### src/rtl/traffic_generator_pkg.sv
// Shared NoC definitions: packet field layout, send-FSM state encoding,
// LFSR taps, and helpers for building packets and stepping the LFSR.
package traffic_generator_pkg;

    // Packet field layout (LSB positions and widths)
    localparam int PKT_MOD_LSB = 0;
    localparam int PKT_MOD_W   = 6;
    localparam int PKT_ID_LSB  = 6;
    localparam int PKT_ID_W    = 10;
    localparam int PKT_DST_LSB = 16;
    localparam int PKT_DST_W   = 6;
    localparam int PKT_USED_W  = 22;   // bits above this are always zero

    // 16-bit Fibonacci LFSR, taps 16,14,13,11 -> bits 15,13,12,10
    localparam int          LFSR_W    = 16;
    localparam logic [15:0] LFSR_TAPS = 16'hB400;

    // Send-side handshake states
    typedef enum logic {
        IDLE     = 1'b0,
        WAIT_GNT = 1'b1
    } send_state_t;

    // One LFSR step: shift left, feed back XOR of the tapped bits
    function automatic logic [LFSR_W-1:0] lfsr_next(input logic [LFSR_W-1:0] v);
        return {v[LFSR_W-2:0], ^(v & LFSR_TAPS)};
    endfunction

    // Assemble the used portion of a packet from its three fields
    function automatic logic [PKT_USED_W-1:0] make_packet(
        input logic [PKT_DST_W-1:0] dst,
        input logic [PKT_ID_W-1:0]  id,
        input logic [PKT_MOD_W-1:0] src
    );
        logic [PKT_USED_W-1:0] p;
        p = '0;
        p[PKT_DST_LSB +: PKT_DST_W] = dst;
        p[PKT_ID_LSB  +: PKT_ID_W]  = id;
        p[PKT_MOD_LSB +: PKT_MOD_W] = src;
        return p;
    endfunction

endpackage

### src/rtl/traffic_generator_fifo.sv
// gen_fifo: small synchronous source FIFO with full/empty flags.
// Head is presented combinationally on rd_data; push when full and pop when
// empty are ignored.
module gen_fifo #(
    parameter int WIDTH = 32,
    parameter int DEPTH = 4
) (
    input  logic             clk,
    input  logic             rst_n,
    input  logic             push,
    input  logic [WIDTH-1:0] wr_data,
    input  logic             pop,
    output logic [WIDTH-1:0] rd_data,
    output logic             full,
    output logic             empty
);

    localparam int AW = (DEPTH > 1) ? $clog2(DEPTH) : 1;
    localparam int CW = $clog2(DEPTH + 1);

    logic [WIDTH-1:0] mem [DEPTH];
    logic [AW-1:0]    wr_ptr;
    logic [AW-1:0]    rd_ptr;
    logic [CW-1:0]    count;
    logic             do_push;
    logic             do_pop;

    assign do_push = push && !full;
    assign do_pop  = pop && !empty;
    assign full    = (count == CW'(DEPTH));
    assign empty   = (count == '0);
    assign rd_data = mem[rd_ptr];

    // Pointer and occupancy bookkeeping
    // NOTE: sequential state uses non-blocking (<=) so every flop samples pre-edge values.
    always_ff @(posedge clk or negedge rst_n) begin
        if (!rst_n) begin
            wr_ptr <= '0;
            rd_ptr <= '0;
            count  <= '0;
        end else begin
            if (do_push)
                wr_ptr <= (wr_ptr == AW'(DEPTH - 1)) ? '0 : wr_ptr + 1'b1;
            if (do_pop)
                rd_ptr <= (rd_ptr == AW'(DEPTH - 1)) ? '0 : rd_ptr + 1'b1;
            case ({do_push, do_pop})
                2'b10:   count <= count + 1'b1;
                2'b01:   count <= count - 1'b1;
                default: count <= count;
            endcase
        end
    end

    // Storage array write port
    // NOTE: storage is not reset; empty/full gate every read, so stale data is never used.
    always_ff @(posedge clk) begin
        if (do_push)
            mem[wr_ptr] <= wr_data;
    end

endmodule

### src/rtl/traffic_generator.sv
// traffic_generator: periodic packet source for one mesh PE. A timer
// generates packets into a 4-entry FIFO; a two-state request/grant FSM
// drains the FIFO to the router local port.
module traffic_generator
    import traffic_generator_pkg::*;
#(
    parameter logic [5:0]  ModuleID    = 6'b000_000,
    parameter int          dataWidth   = 32,
    parameter int          dim         = 4,
    parameter int          INJ_PERIOD  = 8,
    parameter int          NUM_PACKETS = 16,
    parameter int          DEST_MODE   = 0,
    parameter logic [5:0]  DEST_ID     = 6'b000_001,
    parameter logic [15:0] LFSR_SEED   = 16'hACE1
) (
    input  logic                 clk,
    input  logic                 reset,
    output logic [dataWidth-1:0] PacketOut,
    input  logic                 DnStrFull,
    output logic                 ReqDnStr,
    input  logic                 GntDnStr,
    output logic [9:0]           SentCount,
    output logic                 Done
);

    localparam int         FIFO_DEPTH = 4;
    localparam logic [9:0] NUM_P      = 10'(NUM_PACKETS);
    localparam int         TW         = $clog2(INJ_PERIOD + 1);
    localparam logic [2:0] DIM_MASK   = 3'(dim - 1);   // dim is a power of 2

    // Generation side
    logic [TW-1:0]        timer;
    logic                 expired;
    logic [9:0]           gen_count;
    logic                 gen_push;
    logic [LFSR_W-1:0]    lfsr;
    logic [5:0]           rand_dst;
    logic [5:0]           dst;
    logic [dataWidth-1:0] fifo_wr_data;

    // FIFO / send side
    logic [dataWidth-1:0] fifo_head;
    logic                 fifo_full;
    logic                 fifo_empty;
    send_state_t          state_q;
    send_state_t          state_d;
    logic                 load_req;
    logic                 take_gnt;

    // ------------------------------------------------------------------
    // Generation
    // ------------------------------------------------------------------

    // Timer stays at its expired value while the FIFO is full, so the
    // attempt is simply retried every cycle until a slot opens.
    assign expired  = (timer == TW'(INJ_PERIOD - 1));
    assign gen_push = expired && !fifo_full && (gen_count < NUM_P);

    // Destination selection: fixed, or LFSR-derived folded into the mesh
    // NOTE: combinational blocks assign every output first to avoid inferring latches.
    always_comb begin
        rand_dst = {lfsr[5:3] & DIM_MASK, lfsr[2:0] & DIM_MASK};
        if (rand_dst == ModuleID)
            rand_dst = ModuleID ^ 6'b000_001;
        dst = (DEST_MODE == 1) ? rand_dst : DEST_ID;
    end

    // Packet assembly for the FIFO write port; unused upper bits are zero
    always_comb begin
        fifo_wr_data = '0;
        fifo_wr_data[PKT_USED_W-1:0] = make_packet(dst, gen_count, ModuleID);
    end

    // Injection timer, generated-packet counter and destination LFSR
    always_ff @(posedge clk or negedge reset) begin
        if (!reset) begin
            timer     <= '0;
            gen_count <= '0;
            lfsr      <= LFSR_SEED;
        end else begin
            if (gen_push)
                timer <= '0;
            else if (!expired)
                timer <= timer + 1'b1;

            if (gen_push) begin
                gen_count <= gen_count + 10'd1;
                if (DEST_MODE == 1)
                    lfsr <= lfsr_next(lfsr);
            end
        end
    end

    gen_fifo #(
        .WIDTH (dataWidth),
        .DEPTH (FIFO_DEPTH)
    ) u_fifo (
        .clk     (clk),
        .rst_n   (reset),
        .push    (gen_push),
        .wr_data (fifo_wr_data),
        .pop     (take_gnt),
        .rd_data (fifo_head),
        .full    (fifo_full),
        .empty   (fifo_empty)
    );

    // ------------------------------------------------------------------
    // Send FSM
    // ------------------------------------------------------------------

    // State register
    always_ff @(posedge clk or negedge reset) begin
        if (!reset)
            state_q <= IDLE;
        else
            state_q <= state_d;
    end

    // Next-state: request when data is waiting and the router has room;
    // once committed, only a grant ends the request
    always_comb begin
        state_d = state_q;
        case (state_q)
            IDLE:     if (!fifo_empty && !DnStrFull) state_d = WAIT_GNT;
            WAIT_GNT: if (GntDnStr)                  state_d = IDLE;
            default:  state_d = IDLE;
        endcase
    end

    // Output decode: launch a request, or accept a grant (ignored in IDLE)
    always_comb begin
        load_req = 1'b0;
        take_gnt = 1'b0;
        case (state_q)
            IDLE:     load_req = !fifo_empty && !DnStrFull;
            WAIT_GNT: take_gnt = GntDnStr;
            default:  ;
        endcase
    end

    // Registered port outputs: request, held packet, sent count and done
    always_ff @(posedge clk or negedge reset) begin
        if (!reset) begin
            ReqDnStr  <= 1'b0;
            PacketOut <= '0;
            SentCount <= '0;
            Done      <= 1'b0;
        end else begin
            if (load_req) begin
                ReqDnStr  <= 1'b1;
                PacketOut <= fifo_head;
            end else if (take_gnt) begin
                ReqDnStr <= 1'b0;
                if (SentCount != NUM_P) begin
                    SentCount <= SentCount + 10'd1;
                    if (SentCount + 10'd1 == NUM_P)
                        Done <= 1'b1;
                end
            end
        end
    end

endmodule

### config.mk
export PLATFORM = sky130hd
export DESIGN_NAME = traffic_generator
export DESIGN_NICKNAME = d
export VERILOG_FILES = /design/src/rtl/traffic_generator_pkg.sv /design/src/rtl/traffic_generator_fifo.sv /design/src/rtl/traffic_generator.sv
export SDC_FILE = /design/constraint.sdc
export NUM_CORES = 1
export LEC_CHECK = 0
export ABC_AREA = 1
export CORE_MARGIN = 3
export CORE_UTILIZATION = 50
export CTS_CLUSTER_DIAMETER = 200
export DETAILED_ROUTE_END_ITERATION = 16
export GPL_ROUTABILITY_DRIVEN = 0
export PLACE_DENSITY = 0.87
export SETUP_SLACK_MARGIN = 0.2
export SYNTH_ARGS = -nofsm -noshare
export SYNTH_HDL_FRONTEND = slang
export SYNTH_SLANG_ARGS = --single-unit
### constraint.sdc
create_clock -name clk -period 2.2 [get_ports clk]
set_input_delay 0.44 -clock clk [delete_from_list [all_inputs] [get_ports clk]]
set_output_delay 0.44 -clock clk [all_outputs]
set_load 0.01 [all_outputs]
==> impl_metrics.py, run 1 <==
metrics = {
    "detailed_routing": {
        "drt_pass1_iterations": 5,
        "wl_met1_um": 2951,
        "top_layer": "met4",
        "ant_nets": 0,
        "wl_per_cell_um": 14.53,
        "via_count": 2725,
        "drtIter0Drc": 238,
        "via_per_inst": 5.220,
        "routed_wl_um": 7585,
        "drc": 0,
        "met2_length_um": 3885,
        "wl_met3_um": 509,
    },
    "placement": {
        "port-buffer-count": 26,
        "dp.cells": 502,
        "hpwl_um": 4903,
    },
    "pwr": {
        "vdd_drop_max_v": 0.0005129,
        "switching_share_pct": 36.33,
        "total_power_uw": 5833,
        "p_int_uw": 3714,
        "cellLeakagePower_uw": 0.001902,
        "power.switching_uw": 2119,
        "combPwrFrac_pct": 35.3,
        "seq_power_share_pct": 41.4,
        "clkPwrFrac_pct": 23.4,
        "pwr_density_cell_nw_per_um2": 1311,
    },
    "grt": {
        "grt_usage_pct": 18.80,
        "antenna_found_initial": 0,
        "grt_overflow": 0,
        "grt_pass1_vias": 2583,
        "grt_max_degree": 46,
        "grt_pass1_wl_um": 12490,
    },
    "cts": {
        "cts_hold_buf": 0,
        "clkSlewWorstSetupHoldPaths_ns": 0.09,
        "clk_latency_ns": 0.36,
        "cts-root-buf": "clkbuf_8",
        "cts_tree": "yes",
        "cts_buffers": 9,
        "cts.sinks": 85,
        "clockBufferDepth": 2,
        "htreeDepth": 3,
    },
    "setup_path": {
        "rr_startpoint": "timer[0]",
        "worstPathArrival_ns": 2.24,
        "cp-end-kind": "flip-flop",
        "rrSetupSlack_ns": 0.21,
        "worst-path-max-fanout": 5,
        "worstReg2RegEnd": "u_fifo.count[2]",
        "startpoint": "timer[0]",
        "start_kind": "flip-flop",
        "required_ns": 2.45,
        "ff2ff_path_depth": 10,
        "critical_path_class": "flip-flop to flip-flop",
    },
    "sta": {
        "report.final.hold_viol_count": 0,
        "slew_headroom_pct": 59.33,
        "worst_pin_slew_ns": 0.6093,
        "timing.hold.ws_ns": 0.1438,
        "setup_viol": 0,
        "rsz0062_at_grt": "yes",
        "fin_skew_ns": 0.009327,
        "finalCritPeriodShare_pct": 90.46,
        "fmax_ghz": 0.5025,
        "drv_slew": 0,
        "finalCriticalPeriod_ns": 1.990,
        "tns_ns": 0,
    },
    "synth": {
        "yosysWarnings": 0,
        "ys_types": 29,
        "synth_top_area_share_pct": 31.37,
        "ys_seq_area_share_pct": 60.78,
        "yosysTopAreaCell": "edfxtp_1",
        "ys_seq_elements": 85,
        "synth.area.top_cells": "edfxtp_1, dfrtp_1, nor2_1, o21ai_0, nand2_1",
        "syn_area_sq_um": 3829,
        "synth_cells": 382,
        "synth_area_per_cell_sq_um": 10.02,
    },
    "floorplan": {
        "die_h_um": 93.51,
        "start_util_pct": 52.23,
        "die_w_um": 93.51,
        "ios": 48,
        "dieArea_sq_um": 8743,
        "core.rowCount": 31,
        "core_area_sq_um": 7331,
    },
    "layout": {
        "fin_nets": 434,
        "stdcell_count": 522,
        "final_layout_size_suffix_gt1_share_pct": 10.17,
        "finish.utilization_pct": 60.69,
        "multi_input_area_sq_um": 1247,
        "areaGrowthSynthToFinish_pct": 16.21,
        "fill_cells": 542,
        "seqCellArea_sq_um": 2327,
        "diodes": 0,
    },
    "run": {
        "maxCapViolCount": 0,
    },
    "worst_hold_path": {
        "min_path_type": "primary input to asynchronous set/reset pin",
    },
    "run_status": {
        "outcome": "completed",
    },
}
per-stage QoR:
step	setup WS, ns	cell area (sq um)
CTS	0.2030	4415
global route	0.1341	4449
floorplan	0.2011	3920
global placement	-0.02439	4156
finish	0.2098	4449
detailed placement	-0.09205	4156
layer usage:
layer | track usage, % | vias up
met4 | 12.09 | 0
met2 | 30.85 | 120
met5 | 0 | -
li1 | - | 1280
met3 | 3.781 | 25
met1 | 22.48 | 1300
state kept, by name, indices dropped and copies added (netlist names):
| register | flops |
|---|---|
| u_fifo.mem | 40 |
| PacketOut | 11 |
| SentCount | 10 |
| gen_count | 10 |
| timer | 4 |
| u_fifo.count | 3 |
| u_fifo.rd_ptr | 2 |
| u_fifo.wr_ptr | 2 |
| Done | 1 |
| ReqDnStr | 1 |
| state_q | 1 |
logic make-up (layout without fill, tap and decap cells):
logic type      after synthesis  after routing  share of synthesized area [%]
simple gates                141            141                          15.29
flops                        85             85                          60.78
buf+inv                      71             92                          9.150
compound gates               65             65                          8.922
fa+ha+maj                    12             12                          4.118
xor+xnor                      6              6                          1.373
other cells                   1             21                        0.09795
mux                           1              1                         0.2614
area by class of cell:
class | count | area share (%)
Sequential cell | 85 | 52.31
Multi-Input combinational cell | 246 | 28.04
Timing Repair Buffer | 41 | 8.268
Inverter | 35 | 2.953
Clock inverter | 7 | 2.868
Clock buffer | 9 | 2.784
Tap cell | 99 | 2.784
cells in the mapped netlist (all sizes together):
cell type	count
o22ai	11
nor2	66
mux2i	1
o21ai	40
inv	35
o21bai	1
and2	1
and3	1
fa	1
a21oi	13
xor2	1
conb	1
dfrtp	45
buf	25
clkbuf	11
nor3	1
nand2	53
xnor2	5
ha	11
nand4	1
nand3	18
edfxtp	40
what timing repair did:
| action | in CTS | in global routing |
|---|---|---|
| resized for setup | 1 | 3 |
| setup endpoints to repair | 1 | 2 |
| pin swaps | 1 | 0 |
| buffers inserted | 1 | 3 |
power groups by stage:
stage | Combinational [uW] | Sequential, uW | Clock, uW
6_report | 2060 | 2410 | 1360
5_1_grt | 2320 | 2460 | 1450
4_1_cts | 2000 | 2410 | 1380
3_5_place_dp | 1940 | 2440 | 0
3_3_place_gp | 1830 | 2400 | 0
2_1_floorplan | 1230 | 2430 | 0
cell usage in the layout (no fill, tap or decap), types with 2 or more instances in the layout:
| cell type | n |
|---|---|
| a21oi_1 | 12 |
| buf_4 | 15 |
| bufinv_16 | 3 |
| clkbuf_8 | 9 |
| clkdlybuf4s50_1 | 25 |
| conb_1 | 21 |
| dfrtp_1 | 45 |
| edfxtp_1 | 40 |
| ha_1 | 11 |
| inv_1 | 34 |
| inv_6 | 3 |
| nand2_1 | 50 |
| nand2_2 | 3 |
| nand3_1 | 17 |
| nor2_1 | 63 |
| nor2_2 | 2 |
| o21ai_0 | 38 |
| o21ai_1 | 2 |
| o22ai_1 | 11 |
| xnor2_1 | 5 |
worst max path at each step:
stage                      endpoint  slack (ns)
floorplan           u_fifo.count[2]        0.20
global placement    u_fifo.count[2]       -0.02
detailed placement  u_fifo.count[2]       -0.09
CTS                 u_fifo.count[2]        0.20
global route        u_fifo.count[2]        0.13
finish              u_fifo.count[2]        0.21
worst max-delay path, cell delays in order (launching register included):
cell	delay, ns
dfrtp_1	0.40
ha_1	0.23
nand2_2	0.11
nor2_4	0.06
nand3_4	0.09
ha_1	0.16
inv_1	0.07
fa_1	0.40
a21oi_2	0.13
o21ai_1	0.09
xnor2_1	0.13
No activity file was read; power rests on OpenSTA's default activity.
==> run 2: changes to the inputs <==
--- a/config.mk
+++ b/config.mk
@@ -5,13 +5,13 @@
 export SDC_FILE = /design/constraint.sdc
 export NUM_CORES = 1
 export LEC_CHECK = 0
-export ABC_AREA = 1
+export ABC_AREA = 0
 export CORE_MARGIN = 3
-export CORE_UTILIZATION = 50
+export CORE_UTILIZATION = 49
 export CTS_CLUSTER_DIAMETER = 200
 export DETAILED_ROUTE_END_ITERATION = 16
 export GPL_ROUTABILITY_DRIVEN = 0
-export PLACE_DENSITY = 0.87
+export PLACE_DENSITY = 0.86
 export SETUP_SLACK_MARGIN = 0.2
 export SYNTH_ARGS = -nofsm -noshare
 export SYNTH_HDL_FRONTEND = slang
==> constraint.sdc (replaced) <==
create_clock -name clk -period 2.2 [get_ports clk]
set_input_delay 0.44 -clock clk [delete_from_list [all_inputs] [get_ports clk]]
set_output_delay 0.44 -clock clk [all_outputs]
set_load 0.02 [all_outputs]
==> run 2 against run 1 <==
Effect of this change: the run now ends with setup timing left; non-clock buffer count grew 12; synthesized area shrank 3.3%; critical path type unchanged; clock skew grew 0.0024 ns; highest routed layer unchanged.
==> impl_metrics.py, run 2 <==
metrics = {
    "grt": {
        "grt_max_degree": 46,
        "grt_overflow": 0,
        "grt_pass1_wl_um": 10870,
        "grt_usage_pct": 16.73,
        "antenna_found_initial": 0,
        "grt_pass1_vias": 2095,
    },
    "synth": {
        "ys_seq_elements": 85,
        "ys_types": 43,
        "yosys-top-cells-count": "dfrtp_1, edfxtp_1, buf_4",
        "ys_seq_area_share_pct": 62.86,
        "yosys_most_used_dff": "dfrtp_1",
        "synthArstFlopShare_pct": 52.94,
        "synth_area_per_cell_sq_um": 14.52,
        "syn_area_sq_um": 3702,
        "synth-edff-count": 40,
        "yosysTopAreaCell": "edfxtp_1",
        "synth_cells": 255,
        "yosysMostFrequentCell": "dfrtp_1",
        "yosysWarnings": 0,
        "synth.area.top_cells": "edfxtp_1, dfrtp_1, mux4_2, buf_4, mux2_2",
        "synth_top_area_share_pct": 32.44,
    },
    "detailed_routing": {
        "ant_nets": 0,
        "drc": 0,
        "drt_pass1_iterations": 7,
        "routed_wl_um": 6828,
        "drtIter0Drc": 158,
        "via_per_inst": 5.157,
        "via_count": 2140,
        "wl_per_cell_um": 16.45,
    },
    "run_status": {
        "violations": "setup timing",
        "outcome": "finished, violations left",
    },
    "setup_path": {
        "ff2ff_path_depth": 7,
        "crit_chain": "or4_4 -> a2111oi_4 -> buf_4 -> buf_6 -> buf_8 -> buf_6 -> and2_4",
        "cp_slowest_cell": "or4_4",
        "rrSetupSlack_ns": -0.11,
        "max_stage_delay_ns": 0.55,
        "worst-path-max-fanout": 8,
        "rr_startpoint": "gen_count[4]",
        "worstReg2RegEnd": "u_fifo.mem[1][8]",
        "cp_common_cell": "buf_6",
        "worstPathArrival_ns": 2.38,
        "cp-end-kind": "flip-flop",
        "start_kind": "flip-flop",
        "critical_path_class": "flip-flop to flip-flop",
        "required_ns": 2.26,
    },
    "layout": {
        "post-route-cell-area_sq_um": 4483,
        "largest_reg_flops": 40,
        "finish.utilization_pct": 61.48,
        "fill_cells": 527,
        "diodes": 0,
        "final_common_cell": "dfrtp_1",
        "final_layout_size_suffix_gt1_share_pct": 28.16,
        "seqCellArea_sq_um": 2328,
        "final_cell_mix": "dfrtp_1, edfxtp_1, clkdlybuf4s50_1",
        "largestRegisters": "u_fifo.mem x40, PacketOut x11",
        "multi_input_area_sq_um": 1291,
        "fin_nets": 327,
        "top_register": "u_fifo.mem",
        "areaGrowthSynthToFinish_pct": 21.09,
    },
    "floorplan": {
        "dieArea_sq_um": 8635,
        "ios": 48,
        "die_w_um": 92.93,
        "core.rowCount": 31,
        "core_area_sq_um": 7292,
        "die_h_um": 92.93,
        "start_util_pct": 50.77,
    },
    "worst_hold_path": {
        "min_path_type": "primary input to asynchronous set/reset pin",
    },
    "cts": {
        "cts_hold_buf": 0,
        "cts.sinks": 85,
        "cts-root-buf": "clkbuf_8",
        "htreeDepth": 3,
        "clk_latency_ns": 0.36,
        "clkSlewWorstSetupHoldPaths_ns": 0.09,
        "cts_buffers": 9,
        "cts_tree": "yes",
        "clockBufferDepth": 2,
    },
    "placement": {
        "port-buffer-count": 26,
        "post_dp_cell_area_sq_um": 4043,
        "hpwl_um": 4352,
        "pre_cts_slack_ns": -0.2747,
    },
    "sta": {
        "finalCritPeriodShare_pct": 105.1,
        "slew_headroom_pct": 62.17,
        "fin_skew_ns": 0.01168,
        "setup_slack_ns": -0.1128,
        "worst_pin_slew_ns": 0.5674,
        "fmax_ghz": 0.4324,
        "drv_slew": 0,
        "setup_viol": 33,
        "report.final.hold_viol_count": 0,
        "finalCriticalPeriod_ns": 2.313,
        "rsz0062_at_grt": "yes",
    },
    "pwr": {
        "cellLeakagePower_uw": 0.001875,
        "vdd_drop_max_v": 0.0004210,
        "pwr_density_cell_nw_per_um2": 1281,
    },
    "run": {
        "maxCapViolCount": 0,
    },
}
-- run 2: logic make-up (layout without fill, tap and decap cells) --
| kind of cell | Yosys count | in the layout | synth area share [%] |
|---|---|---|---|
| AO/OA/AOI/OAI | 16 | 16 | 3.380 |
| adder cells (fa/ha/maj) | 12 | 12 | 4.258 |
| XOR/XNOR | 16 | 16 | 3.988 |
| other | 1 | 21 | 0.1013 |
| buffers and inverters | 42 | 79 | 6.793 |
| flip-flops | 85 | 85 | 62.86 |
| multiplexers | 26 | 26 | 10.88 |
| AND/OR/NAND/NOR | 57 | 61 | 7.739 |
-- run 2: routing by layer --
metal / GRT usage [%] / vias up / share of wire [%] / wire length (um)
met4: 9.890 / 0 / 2.3 / 155
met3: 2.193 / 15 / 4.4 / 303
met1: 21.44 / 1075 / 41 / 2796
li1: - / 973 / - / -
met5: 0 / - / 0 / 0
met2: 27.23 / 77 / 52 / 3571
-- run 2: through the flow --
step	power, uW	cells	hold slack (ns)	setup TNS, ns
floorplan	3717	275	0.1444	-0.3853
global placement	4243	379	0.4489	-0.1094
detailed placement	4379	379	0.4657	-0.2747
CTS	5569	406	0.1677	-0.009249
global route	6106	415	0.2085	-4.313
finish	5743	415	0.1529	-1.899
-- run 2: final cells by class --
type                    instances  area share, %
repair buffers                 53          11.67
well taps                      99          2.763
clock buffers                   9          2.763
flip-flops and latches         85          51.94
multi-input cells             152          28.80
clock inverters                 7          1.228
inverters                      10         0.8373
-- run 2: timing repair --
item,in CTS,in global routing
setup buffers,6,9
endpoints found under the setup margin,42,55
resized for setup,17,17
pin swaps,6,7
cloned,5,0
-- run 2: critical path: cells and delay by family, from the launching register on --
kind                   cells  cell delay [ns]
DFF                        1             0.38
buffers and inverters      4             0.52
AOI/OAI and AO/OA          1             0.37
and+or+nand+nor            2             0.74
-- run 2: worst max-delay path by stage --
stage / depth (start not counted) / startpoint / end
final: 7 / gen_count[4] / u_fifo.mem[1][8]
after global routing: 9 / gen_count[4] / u_fifo.count[2]
after CTS: 9 / gen_count[7] / u_fifo.count[2]
after detailed placement: 9 / GntDnStr / u_fifo.count[2]
after global placement: 9 / GntDnStr / u_fifo.count[2]
after floorplan: 10 / gen_count[7] / u_fifo.count[2]
-- run 2: report_power, final --
group          internal [uW]  leakage, uW  switching [uW]
Sequential              2090     0.000943             397
Combinational           1230     0.000843            1040
Clock                    424    0.0000887             568
Total                   3740      0.00188            2000
==> run 3: changes to the inputs <==
--- a/config.mk
+++ b/config.mk
@@ -6,7 +6,7 @@
 export NUM_CORES = 1
 export LEC_CHECK = 0
 export ABC_AREA = 0
-export CORE_MARGIN = 3
+export CORE_MARGIN = 2
 export CORE_UTILIZATION = 49
 export CTS_CLUSTER_DIAMETER = 200
 export DETAILED_ROUTE_END_ITERATION = 16
==> run 3 against run 2 <==
Effect of this change: the flow still finishes with violations (setup timing); via count grew 0.19%; register-to-register slack better by 0.06 ns; first-iteration DRC count shrank 12%; clock skew down 0.0036 ns; sequential cell count stayed put; combinational power is 5% lower; non-clock buffer count down 8; wire length increased by 8.1%; sequential share of layout area increased by 1.1 points; critical path type unchanged; largest cell class unchanged; largest power group unchanged; highest routed layer unchanged.
==> impl_metrics.py, run 3 (synthesized netlist as in run 2, its figures left out) <==
metrics = {
    "run_status": {
        "outcome": "finished, violations left",
        "violations": "setup timing",
    },
    "sta": {
        "report.final.hold_viol_count": 0,
        "drv_slew": 0,
        "fin_skew_ns": 0.008076,
        "finalCritPeriodShare_pct": 102.6,
        "finalCriticalPeriod_ns": 2.257,
        "worst_pin_slew_ns": 0.5410,
        "fmax_ghz": 0.4430,
        "setup_slack_ns": -0.05741,
        "setup_viol": 2,
        "slew_headroom_pct": 63.93,
        "rsz0062_at_grt": "yes",
    },
    "run": {
        "maxCapViolCount": 0,
    },
    "floorplan": {
        "die_w_um": 90.93,
        "ios": 48,
        "start_util_pct": 50.77,
        "core.rowCount": 31,
        "die_h_um": 90.93,
        "core_area_sq_um": 7292,
        "dieArea_sq_um": 8267,
    },
    "detailed_routing": {
        "drc": 0,
        "drtIter0Drc": 139,
        "via_per_inst": 5.268,
        "routed_wl_um": 7382,
        "wl_per_cell_um": 18.14,
        "drt_pass1_iterations": 4,
        "ant_nets": 0,
        "via_count": 2144,
    },
    "setup_path": {
        "worstPathArrival_ns": 2.52,
        "start_kind": "flip-flop",
        "worst-path-max-fanout": 2,
        "required_ns": 2.46,
        "critical_path_class": "flip-flop to flip-flop",
        "cp-end-kind": "flip-flop",
    },
    "pwr": {
        "clkPwrFrac_pct": 18.3,
        "switching_share_pct": 34.54,
        "power.switching_uw": 1966,
        "vdd_drop_max_v": 0.0004112,
        "combPwrFrac_pct": 37.8,
        "cellLeakagePower_uw": 0.001842,
        "pwr_density_cell_nw_per_um2": 1297,
        "seq_power_share_pct": 43.9,
        "total_power_uw": 5691,
        "p_int_uw": 3726,
    },
    "cts": {
        "cts-root-buf": "clkbuf_8",
        "cts_buffers": 9,
        "cts_tree": "yes",
        "cts.sinks": 85,
        "cts_hold_buf": 0,
        "clockBufferDepth": 2,
        "clk_latency_ns": 0.35,
        "clkSlewWorstSetupHoldPaths_ns": 0.08,
        "htreeDepth": 3,
    },
    "worst_hold_path": {
        "min_path_type": "primary input to asynchronous set/reset pin",
    },
    "layout": {
        "largest_reg_flops": 40,
        "final_cell_mix": "dfrtp_1, edfxtp_1, clkdlybuf4s50_1",
        "top_register": "u_fifo.mem",
        "areaGrowthSynthToFinish_pct": 18.49,
        "fin_nets": 319,
        "seqCellArea_sq_um": 2327,
        "final_common_cell": "dfrtp_1",
        "largestRegisters": "u_fifo.mem x40, PacketOut x11",
        "diodes": 0,
        "final_layout_size_suffix_gt1_share_pct": 24.03,
        "fill_cells": 528,
        "multi_input_area_sq_um": 1275,
        "finish.utilization_pct": 60.16,
    },
    "placement": {
        "hpwl_um": 4657,
        "port-buffer-count": 26,
    },
    "grt": {
        "antenna_found_initial": 0,
        "grt_pass1_vias": 2094,
        "grt_pass1_wl_um": 10600,
        "grt_overflow": 0,
        "grt_usage_pct": 16.93,
        "grt_max_degree": 23,
    },
}
==> run 3: metal layers <==
layer / up-vias / track usage [%] / wire length, um
li1: 962 / - / -
met1: 1111 / 21.21 / 3110
met2: 64 / 28.15 / 3878
met3: 7 / 2.671 / 285
met4: 0 / 9.343 / 108
met5: - / 0 / 0
==> run 3: critical path, stage by stage (launching register included) <==
cell       delay (ns)
dfrtp_1          0.40
or4_4            0.55
a2111oi_4        0.34
inv_2            0.09
ha_4             0.17
inv_2            0.04
fa_1             0.41
mux2i_1          0.17
==> run 3: power groups by stage <==
stage	sequential (uW)	clock (uW)	combinational [uW]
2_1_floorplan	2580	0	1140
3_3_place_gp	2470	0	1780
3_5_place_dp	2520	0	1890
4_1_cts	2490	1050	1920
5_1_grt	2550	1120	2300
6_report	2500	1040	2150
==> run 3: area by class of cell <==
| type | count | share of cell area (%) |
|---|---|---|
| Tap cell | 99 | 2.824 |
| Clock buffer | 11 | 2.995 |
| Clock inverter | 5 | 1.169 |
| Multi-Input combinational cell | 152 | 29.06 |
| Sequential cell | 85 | 53.05 |
| Inverter | 10 | 0.8557 |
| Timing Repair Buffer | 45 | 10.04 |
==> run 3: final timing paths <==
path	startpoint	to	slack (ns)	cells past startpoint
max	gen_count[7]	u_fifo.count[1]	-0.06	7
min	reset	gen_count[1]	0.04	1
max reg2reg	gen_count[7]	u_fifo.count[1]	-0.06	7
min reg2reg	Done	Done	0.48	1
max in group asynchronous	reset	u_fifo.rd_ptr[0]	1.59	2
min in group clk	Done	Done	0.48	1
==> run 3: per-stage QoR <==
| stage | instance area, sq um | hold WS [ns] | TNS [ns] | setup slack, ns | std cells |
|---|---|---|---|---|---|
| 6_report | 4387 | 0.03855 | -0.08583 | -0.05741 | 407 |
| 3_3_place_gp | 4043 | 0.4197 | -0.1055 | -0.1055 | 379 |
| 2_1_floorplan | 3795 | 0.1444 | -0.3853 | -0.2061 | 275 |
| 3_5_place_dp | 4043 | 0.4286 | -0.3931 | -0.2057 | 379 |
| 5_1_grt | 4387 | 0.07866 | -0.1896 | -0.1023 | 407 |
| 4_1_cts | 4238 | 0.05161 | 0 | 0.01186 | 396 |
==> run 3: timing repair <==
| action | in CTS | in global routing |
|---|---|---|
| gates cloned | 0 | 5 |
| pin swaps | 0 | 6 |
| setup endpoints to repair | 42 | 45 |
| gates resized for setup | 4 | 17 |
| hold endpoints to repair | 0 | 0 |
| buffers inserted | 1 | 6 |
